===== src/rtl/am2940_dma_ctrl.sv =====
// rtl/am2940_dma_ctrl.sv - sequencer that programs and steps an am2940 DMA address generator
module am2940_dma_ctrl #(
  parameter int WIDTH   = 8,
  parameter int TIMEOUT = 16
) (
  input  logic             clk,
  input  logic             rstneg,
  input  logic             start,
  input  logic             abort,
  input  logic [WIDTH-1:0] cr_in,
  input  logic [WIDTH-1:0] addr_in,
  input  logic [WIDTH-1:0] cnt_in,
  input  logic             done_in,
  input  logic             mem_ack,
  output logic [2:0]       instr,
  output logic [WIDTH-1:0] data_out,
  output logic             acineg,
  output logic             wcineg,
  output logic             mem_req,
  output logic             busy,
  output logic             complete,
  output logic             err,
  output logic [WIDTH-1:0] xfer_count
);

  localparam int TW = (TIMEOUT > 2) ? $clog2(TIMEOUT) : 1;

  localparam logic [2:0] I_LOAD_CR   = 3'b000;
  localparam logic [2:0] I_READ_CR   = 3'b001;
  localparam logic [2:0] I_LOAD_ADDR = 3'b101;
  localparam logic [2:0] I_LOAD_WC   = 3'b110;
  localparam logic [2:0] I_ENABLE    = 3'b111;

  typedef enum logic [2:0] {
    S_IDLE,
    S_LD_CR,
    S_LD_ADDR,
    S_LD_WC,
    S_REQ,
    S_STEP,
    S_FINISH
  } state_t;

  state_t           state_q, state_d;
  logic [WIDTH-1:0] cr_q, cr_d;
  logic [WIDTH-1:0] addr_q, addr_d;
  logic [WIDTH-1:0] cnt_q, cnt_d;
  logic [TW-1:0]    tmo_q, tmo_d;
  logic             last_q, last_d;
  logic             err_q, err_d;
  logic [WIDTH-1:0] xfer_q, xfer_d;
  logic [2:0]       instr_q, instr_d;
  logic [WIDTH-1:0] data_q, data_d;
  logic             acineg_q, acineg_d;
  logic             wcineg_q, wcineg_d;
  logic             mem_req_q, mem_req_d;
  logic             busy_q, busy_d;
  logic             complete_q, complete_d;

  // Next-state logic: program sequence, handshake wait with timeout, abort override
  always_comb begin
    state_d = state_q;
    cr_d    = cr_q;
    addr_d  = addr_q;
    cnt_d   = cnt_q;
    tmo_d   = '0;
    last_d  = last_q;
    err_d   = err_q;
    xfer_d  = xfer_q;
    case (state_q)
      S_IDLE: begin
        if (start) begin
          // Mode 3 never raises done, so a run in that mode could never end
          if (cr_in[1:0] == 2'b11) begin
            err_d = 1'b1;
          end else begin
            cr_d    = cr_in;
            addr_d  = addr_in;
            cnt_d   = cnt_in;
            err_d   = 1'b0;
            xfer_d  = '0;
            state_d = S_LD_CR;
          end
        end
      end
      S_LD_CR:   state_d = S_LD_ADDR;
      S_LD_ADDR: state_d = S_LD_WC;
      S_LD_WC:   state_d = S_REQ;
      S_REQ: begin
        if (mem_ack) begin
          // done_in is sampled before the counters move, so it flags this transfer as the last
          last_d  = done_in;
          xfer_d  = xfer_q + WIDTH'(1);
          state_d = S_STEP;
        end else if (tmo_q == TW'(TIMEOUT - 1)) begin
          err_d   = 1'b1;
          state_d = S_IDLE;
        end else begin
          tmo_d = tmo_q + TW'(1);
        end
      end
      S_STEP:   state_d = last_q ? S_FINISH : S_REQ;
      S_FINISH: state_d = S_IDLE;
      default:  state_d = S_IDLE;
    endcase
    if (abort && (state_q != S_IDLE)) begin
      state_d = S_IDLE;
      err_d   = 1'b1;
      xfer_d  = xfer_q;
      last_d  = last_q;
      tmo_d   = '0;
    end
  end

  // Output decode from the next state so the registered outputs line up with the state
  always_comb begin
    instr_d    = I_READ_CR;
    data_d     = '0;
    acineg_d   = 1'b1;
    wcineg_d   = 1'b1;
    mem_req_d  = 1'b0;
    busy_d     = (state_d != S_IDLE);
    complete_d = 1'b0;
    case (state_d)
      S_LD_CR: begin
        instr_d = I_LOAD_CR;
        data_d  = cr_d;
      end
      S_LD_ADDR: begin
        instr_d = I_LOAD_ADDR;
        data_d  = addr_d;
      end
      S_LD_WC: begin
        instr_d = I_LOAD_WC;
        data_d  = cnt_d;
      end
      S_REQ: begin
        instr_d   = I_ENABLE;
        mem_req_d = 1'b1;
      end
      S_STEP: begin
        instr_d  = I_ENABLE;
        acineg_d = 1'b0;
        wcineg_d = 1'b0;
      end
      S_FINISH: complete_d = 1'b1;
      default: ;
    endcase
  end

  // State, latched program values and registered outputs
  always_ff @(posedge clk or negedge rstneg) begin
    if (!rstneg) begin
      state_q    <= S_IDLE;
      cr_q       <= '0;
      addr_q     <= '0;
      cnt_q      <= '0;
      tmo_q      <= '0;
      last_q     <= 1'b0;
      err_q      <= 1'b0;
      xfer_q     <= '0;
      instr_q    <= I_READ_CR;
      data_q     <= '0;
      acineg_q   <= 1'b1;
      wcineg_q   <= 1'b1;
      mem_req_q  <= 1'b0;
      busy_q     <= 1'b0;
      complete_q <= 1'b0;
    end else begin
      state_q    <= state_d;
      cr_q       <= cr_d;
      addr_q     <= addr_d;
      cnt_q      <= cnt_d;
      tmo_q      <= tmo_d;
      last_q     <= last_d;
      err_q      <= err_d;
      xfer_q     <= xfer_d;
      instr_q    <= instr_d;
      data_q     <= data_d;
      acineg_q   <= acineg_d;
      wcineg_q   <= wcineg_d;
      mem_req_q  <= mem_req_d;
      busy_q     <= busy_d;
      complete_q <= complete_d;
    end
  end

  assign instr      = instr_q;
  assign data_out   = data_q;
  assign acineg     = acineg_q;
  assign wcineg     = wcineg_q;
  assign mem_req    = mem_req_q;
  assign busy       = busy_q;
  assign complete   = complete_q;
  assign err        = err_q;
  assign xfer_count = xfer_q;

endmodule

===== config.mk =====
export PLATFORM = sky130hd
export DESIGN_NAME = am2940_dma_ctrl
export DESIGN_NICKNAME = d
export VERILOG_FILES = /design/src/rtl/am2940_dma_ctrl.sv
export SDC_FILE = /design/constraint.sdc
export NUM_CORES = 1
export LEC_CHECK = 0
export ABC_AREA = 1
export BUFFER_PORTS_ARGS = -buffer_cell sky130_fd_sc_hd__buf_2
export CAP_MARGIN = 10
export CORE_MARGIN = 3
export CORE_UTILIZATION = 53
export DETAILED_ROUTE_END_ITERATION = 7
export PLACE_DENSITY = 0.79
export REMOVE_ABC_BUFFERS = 1
export SLEW_MARGIN = 10
export SYNTH_ARGS = -nofsm -noshare
export SYNTH_HDL_FRONTEND = slang
export SYNTH_SLANG_ARGS = --single-unit

===== constraint.sdc =====
create_clock -name clk -period 2.1 [get_ports clk]
set_clock_uncertainty 0.1 [all_clocks]
set_input_delay 0.21 -clock clk [delete_from_list [all_inputs] [get_ports clk]]
set_output_delay 0.21 -clock clk [all_outputs]
set_load 0.02 [all_outputs]

==> results.sh, run 1 <==
export IMPL_status="finished, final reports clean"
export IMPL_n_fill_cell=343
export IMPL_routabilityCongestion=0.811
export IMPL_seqCellArea_mm2=0.00125
export IMPL_slew_headroom_pct=60.4
export IMPL_antennaDiodeCount=0
export IMPL_grt_pass1_vias=1774
export IMPL_critPathSlowestCell="dfrtp_1"
export IMPL_postSynthAreaPerCell_um2=8.73
export IMPL_dpl_hpwl_um=3440
export IMPL_required_ns=2.20
export IMPL_coreArea_mm2=0.00412
export IMPL_clkSlewWorstSetupHoldPaths_ns=0.10
export IMPL_die_h_um=72.3
export IMPL_hp_class="in -> reg"
export IMPL_worst_pin_slew_ns=0.594
export IMPL_drt_antenna_violating_nets=0
export IMPL_p_total_mw=3.44
export IMPL_postCtsSetupBuffers=0
export IMPL_crit_type="reg -> reg"
export IMPL_antenna_found_initial=0
export IMPL_worstPathCellList="nor2_4 > nand4_1 > nand3_1 > nand3_2 > nand2_1 > o21ai_2"
export IMPL_p_per_area_mw_per_mm2=1240
export IMPL_ys_top_cells_by_count="nand2_1 (96), dfrtp_1 (48), nand3_1 (41)"
export IMPL_synth_edff_count=0
export IMPL_yosys_area_top_type="dfrtp_1"
export IMPL_cts_tree="yes"
export IMPL_vdd_drop_max_v=0.000541
export IMPL_grt_first_pass_wirelength_um=8070
export IMPL_postLayoutCoreUtil_pct=67.4
export IMPL_cp_max_fo=13
export IMPL_hold_violations=0
export IMPL_cts_root_buf="clkbuf_8"
export IMPL_syn_area_mm2=0.00233
export IMPL_synth_top_cell_area_share_pct=51.6
export IMPL_cts_hold_buf=1
export IMPL_max_freq_mhz=588
export IMPL_rsz0062_at_grt="false"
export IMPL_final_max_slew_viol_count=0
export IMPL_overflow=0
export IMPL_worstPathArrival_ns=1.80
export IMPL_cts_buffer_depth=2
export IMPL_synthArstFlopShare_pct=100
export IMPL_routedWlPerCell_um=12.5
export IMPL_drt_first_pass_iters=4
export IMPL_grtUsageTotal_pct=19.7
export IMPL_finalWirelength_um=4720
export IMPL_drive_gt1_share_pct=24.8
export IMPL_htreeDepth=2
export IMPL_p_leak_nw=1.56
export IMPL_startpoint="state_q[1]$_DFF_PN0_"
export IMPL_fin_crit_sh_pct=81.0
export IMPL_ios=55
export IMPL_clk_latency_ns=0.31
export IMPL_syn2layout_area_growth_pct=19.1
export IMPL_ys_ff_latch=50
export IMPL_fin_hold_ws_ns=0.00784
export IMPL_cts_resized=0
export IMPL_cts_sink_count=50
export IMPL_ys_flop_type="dfrtp_1"
export IMPL_final_setup_tns_ns=0
export IMPL_die_w_um=72.3
export IMPL_r2r_start="state_q[1]$_DFF_PN0_"
export IMPL_row_count=23
export IMPL_multi_input_comb_area_um2=928
export IMPL_routed_via_count=1928
export IMPL_hold_depth=3
export IMPL_grt_max_degree=28
export IMPL_synth_area_top_cells="dfrtp_1 (52%), nand2_1 (15%), nand3_1 (8.8%)"
export IMPL_max_cap_violations=0
export IMPL_worst_setup_path_start_kind="flop"
export IMPL_synth_warnings=0
export IMPL_portBuffers=54
export IMPL_yosysMostFrequentCell="nand2_1"
export IMPL_period_minus_slack_ns=1.70
export IMPL_r2r_cells=6
export IMPL_final_area_mm2=0.00277
export IMPL_synthCells=267
export IMPL_avgViaCountPerCell=5.13
export IMPL_nNetsFinal=357
export IMPL_dieArea_mm2=0.00523
export IMPL_setup_violations=0
export IMPL_drc=0
export IMPL_cp_end_kind="flop"
export IMPL_seq_area_frac_synth_pct=53.8
export IMPL_cts_inserted_buffers=5
export IMPL_drt_iter0_drc=86
export IMPL_initial_utilization_pct=56.6
export IMPL_hp_start="cr_in[4]"
export IMPL_max_stage_delay_ns=0.46
export IMPL_placed_area_mm2=0.00265
export IMPL_synth_distinct_cells=25
[kinds of logic (layout without fill, tap and decap cells)]
family                   Yosys count  count (layout)  synth area share [%]
adder cells (fa/ha/maj)            2               2                  1.07
flip-flops                        50              50                  53.8
AND/OR/NAND/NOR                  167             167                  33.8
buffers and inverters             32              91                  6.34
XOR/XNOR                           5               5                  1.88
AO/OA/AOI/OAI                     11              11                  3.06
[flip-flops by register name, indices dropped and copies added, names as in the netlist, 2 cells and up]
signal	cells
addr_q	8
cnt_q	8
data_out	8
xfer_count	8
tmo_q	4
instr	3
state_q	3
cr_q	2
[final timing paths]
| kind | slack (ns) | to |
|---|---|---|
| hold / removal | 0.008 | data_out[4]$_DFF_PN0_ |
| setup reg to reg | 0.40 | xfer_count[2]$_DFFE_PN0P_ |
| setup / recovery | 0.40 | xfer_count[2]$_DFFE_PN0P_ |
| min in group asynchronous | 0.33 | last_q$_DFFE_PN0P_ |
| hold reg to reg | 0.37 | tmo_q[0]$_DFF_PN0_ |
| max in group asynchronous | 1.03 | cr_q[1]$_DFF_PN0_ |
[report_power, final]
part,leakage (nW),switching [mW],internal (mW)
registers,0.644,0.131,1.27
logic,0.862,0.925,0.411
clock network,0.0591,0.337,0.364
total,1.56,1.39,2.05
[through the flow]
stage,instances,setup WS [ns]
6_report,376,0.399
4_1_cts,376,0.413
3_5_place_dp,367,0.426
3_3_place_gp,367,0.495
5_1_grt,376,0.284
2_1_floorplan,259,0.00715
[worst max-delay path: cells and delay by family (launching register included)]
family / cells / cell delay (ns)
and+or+nand+nor: 5 / 0.98
DFF: 1 / 0.46
AOI/OAI and AO/OA: 1 / 0.06
[cells in the final DEF, fill, tap and decap left out, drive strengths merged, types with 2 or more instances in the layout]
master and count:
xnor2 2, nand2 99, nor3 4, a21oi 2, o21ai 7, a21boi 2, clkbuf 5, ha 2
dfrtp 48, xor2 3, nor2 14, nand3 44, nand4 4, buf 58, dfstp 2, inv 26
[final cells by class]
cell class / instances / area share (%)
timing repair buffer: 59 / 11.6
inverter: 24 / 3.25
clock inverter: 3 / 1.71
tap: 50 / 2.26
sequential: 50 / 45.2
multi-input combinational: 185 / 33.5
clock buffer: 5 / 2.48
[layer usage]
metal	track usage, %	share of wire, %
met4	6.26	1.5
met1	26.9	44
met3	4.29	5.3
met2	31.3	49
met5	0	0
(Power assumes the default switching activity.)
==> run 2: changes to the inputs <==
==> constraint.sdc (replaced) <==
create_clock -name clk -period 1.65 [get_ports clk]
set_clock_uncertainty 0.1 [all_clocks]
set_input_delay 0.165 -clock clk [delete_from_list [all_inputs] [get_ports clk]]
set_output_delay 0.165 -clock clk [all_outputs]
set_load 0.02 [all_outputs]
==> run 2 against run 1 <==
  * The flow now finishes with violations (negative setup slack)
  * Routed wire length increased by 28%
  * Core utilization increased by 9.4 points
  * Sequential power increased by 27%
  * Flip-flop and latch count unchanged
  * Worst setup slack got worse by 0.46 ns
  * Combinational power increased by 73%
  * Non-clock buffer count increased by 28
  * Critical path depth increased by 2
  * Highest routed layer unchanged
==> results.sh, run 2 (synthesis results as in run 1) <==
export IMPL_die_h_um=72.3
export IMPL_syn2layout_area_growth_pct=35.6
export IMPL_vdd_drop_max_v=0.000852
export IMPL_setup_ws_ns=-0.0639
export IMPL_initial_utilization_pct=56.6
export IMPL_clkSlewWorstSetupHoldPaths_ns=0.09
export IMPL_cts_tree="yes"
export IMPL_hp_class="in -> reg"
export IMPL_grt_pass1_vias=1952
export IMPL_nNetsFinal=389
export IMPL_crit_type="reg -> reg"
export IMPL_cp_end_kind="flop"
export IMPL_max_stage_delay_ns=0.45
export IMPL_drt_first_pass_iters=5
export IMPL_cp_buffers_inverters=2
export IMPL_routabilityCongestion=0.822
export IMPL_cts_inserted_buffers=5
export IMPL_grtUsageMet2_pct=35.5
export IMPL_dpl_hpwl_um=3570
export IMPL_path_delay_family="simple AND/OR/NAND/NOR gates"
export IMPL_coreArea_mm2=0.00412
export IMPL_routedWlPerCell_um=14.8
export IMPL_status="complete, but fails checks"
export IMPL_avgViaCountPerCell=5.23
export IMPL_drive_gt1_share_pct=28.8
export IMPL_fin_hold_ws_ns=0.00444
export IMPL_slew_headroom_pct=62.1
export IMPL_max_freq_mhz=583
export IMPL_antennaDiodeCount=0
export IMPL_hold_violations=0
export IMPL_drt_iter0_drc=240
export IMPL_clk_latency_ns=0.30
export IMPL_placed_area_mm2=0.00271
export IMPL_use_met1_pct=28.2
export IMPL_max_cap_violations=0
export IMPL_drt_antenna_violating_nets=0
export IMPL_cp_max_fo=6
export IMPL_grt_max_degree=27
export IMPL_p_leak_nw=1.69
export IMPL_overflow=0
export IMPL_violations="negative setup slack"
export IMPL_die_w_um=72.3
export IMPL_period_minus_slack_ns=1.71
export IMPL_final_area_mm2=0.00316
export IMPL_worstPathCellList="nor2_4 > nand4_1 > buf_4 > buf_4 > nand2_1 > nand2_2 > nand3_1 > nand3_1"
export IMPL_dieArea_mm2=0.00523
export IMPL_ios=55
export IMPL_final_cell_mix="nand2_1 (93), buf_2 (55), dfrtp_1 (47)"
export IMPL_cts_sink_count=50
export IMPL_cts_buffer_depth=2
export IMPL_grtUsageTotal_pct=21.3
export IMPL_final_common_cell="nand2_1"
export IMPL_required_ns=1.73
export IMPL_critPathSlowestCell="dfrtp_1"
export IMPL_busiest_layer="met2"
export IMPL_n_fill_cell=266
export IMPL_p_per_area_mw_per_mm2=1520
export IMPL_grt_first_pass_wirelength_um=8710
export IMPL_setup_violations=1
export IMPL_portBuffers=54
export IMPL_worstPathArrival_ns=1.80
export IMPL_antenna_found_initial=0
export IMPL_drc=0
export IMPL_dp_slack_ns=0.0219
export IMPL_final_max_slew_viol_count=0
export IMPL_row_count=23
export IMPL_worst_setup_path_start_kind="flop"
export IMPL_htreeDepth=2
export IMPL_worst_pin_slew_ns=0.568
export IMPL_final_setup_tns_ns=-0.0639
export IMPL_grt_met3_usage_pct=3.05
export IMPL_routed_via_count=2133
export IMPL_rsz0062_at_grt="true"
export IMPL_fin_crit_sh_pct=104
export IMPL_cts_root_buf="clkbuf_8"
export IMPL_finalWirelength_um=6020
==> run 2: final timing paths <==
| path | start | end | slack, ns | cells after the start |
|---|---|---|---|---|
| min reg2reg | cnt_q[0]$_DFF_PN0_ | cnt_q[0]$_DFF_PN0_ | 0.38 | 2 |
| max reg2reg | state_q[0]$_DFF_PN0_ | data_out[7]$_DFF_PN0_ | -0.06 | 8 |
| min in group asynchronous | rstneg | last_q$_DFFE_PN0P_ | 0.28 | 2 |
| max | state_q[0]$_DFF_PN0_ | data_out[7]$_DFF_PN0_ | -0.06 | 8 |
| min | cr_in[5] | data_out[5]$_DFF_PN0_ | 0.004 | 3 |
| max in group asynchronous | rstneg | state_q[1]$_DFF_PN0_ | 0.62 | 3 |
==> run 2: per-stage QoR <==
| step | instances | utilization, % | power (mW) |
|---|---|---|---|
| 5_1_grt | 408 | 76.8 | 5.13 |
| 2_1_floorplan | 259 | - | 2.98 |
| 4_1_cts | 400 | 72.8 | 4.35 |
| 3_3_place_gp | 372 | 65.9 | 3.54 |
| 6_report | 408 | 76.8 | 4.81 |
| 3_5_place_dp | 372 | 65.9 | 3.61 |
==> run 2: cell type report <==
class	count	area [µm²]	share of cell area, %
clock buffers	6	72.6	2.30
repair buffers	87	623	19.7
inverters	24	90.1	2.85
well taps	50	62.6	1.98
clock inverters	2	15.0	0.475
multi-input cells	189	1040	33.0
flip-flops and latches	50	1250	39.7
==> run 2: power by group <==
| part | switching, mW | total, mW | internal (mW) |
|---|---|---|---|
| combinational | 1.51 | 2.32 | 0.810 |
| sequential | 0.160 | 1.78 | 1.62 |
| clock | 0.404 | 0.703 | 0.299 |
==> run 2: worst min-delay path: cells and delay by family <==
kind / cells / cell delay (ns)
simple gates: 2 / 0.13
buf+inv: 1 / 0.08
==> run 2: timing repair <==
item / 4_1_cts / 5_1_grt
hold endpoints to repair: 41 / 0
setup buffers: 0 / 3
resized for setup: 0 / 19
setup endpoints to repair: 0 / 21
hold buffers: 20 / 0
==> run 2: routing by layer <==
metal  wire (µm)  part of all wire, %
met5           0                    0
met4         111                  1.8
met3         346                  5.7
met2        3090                   51
met1        2470                   41
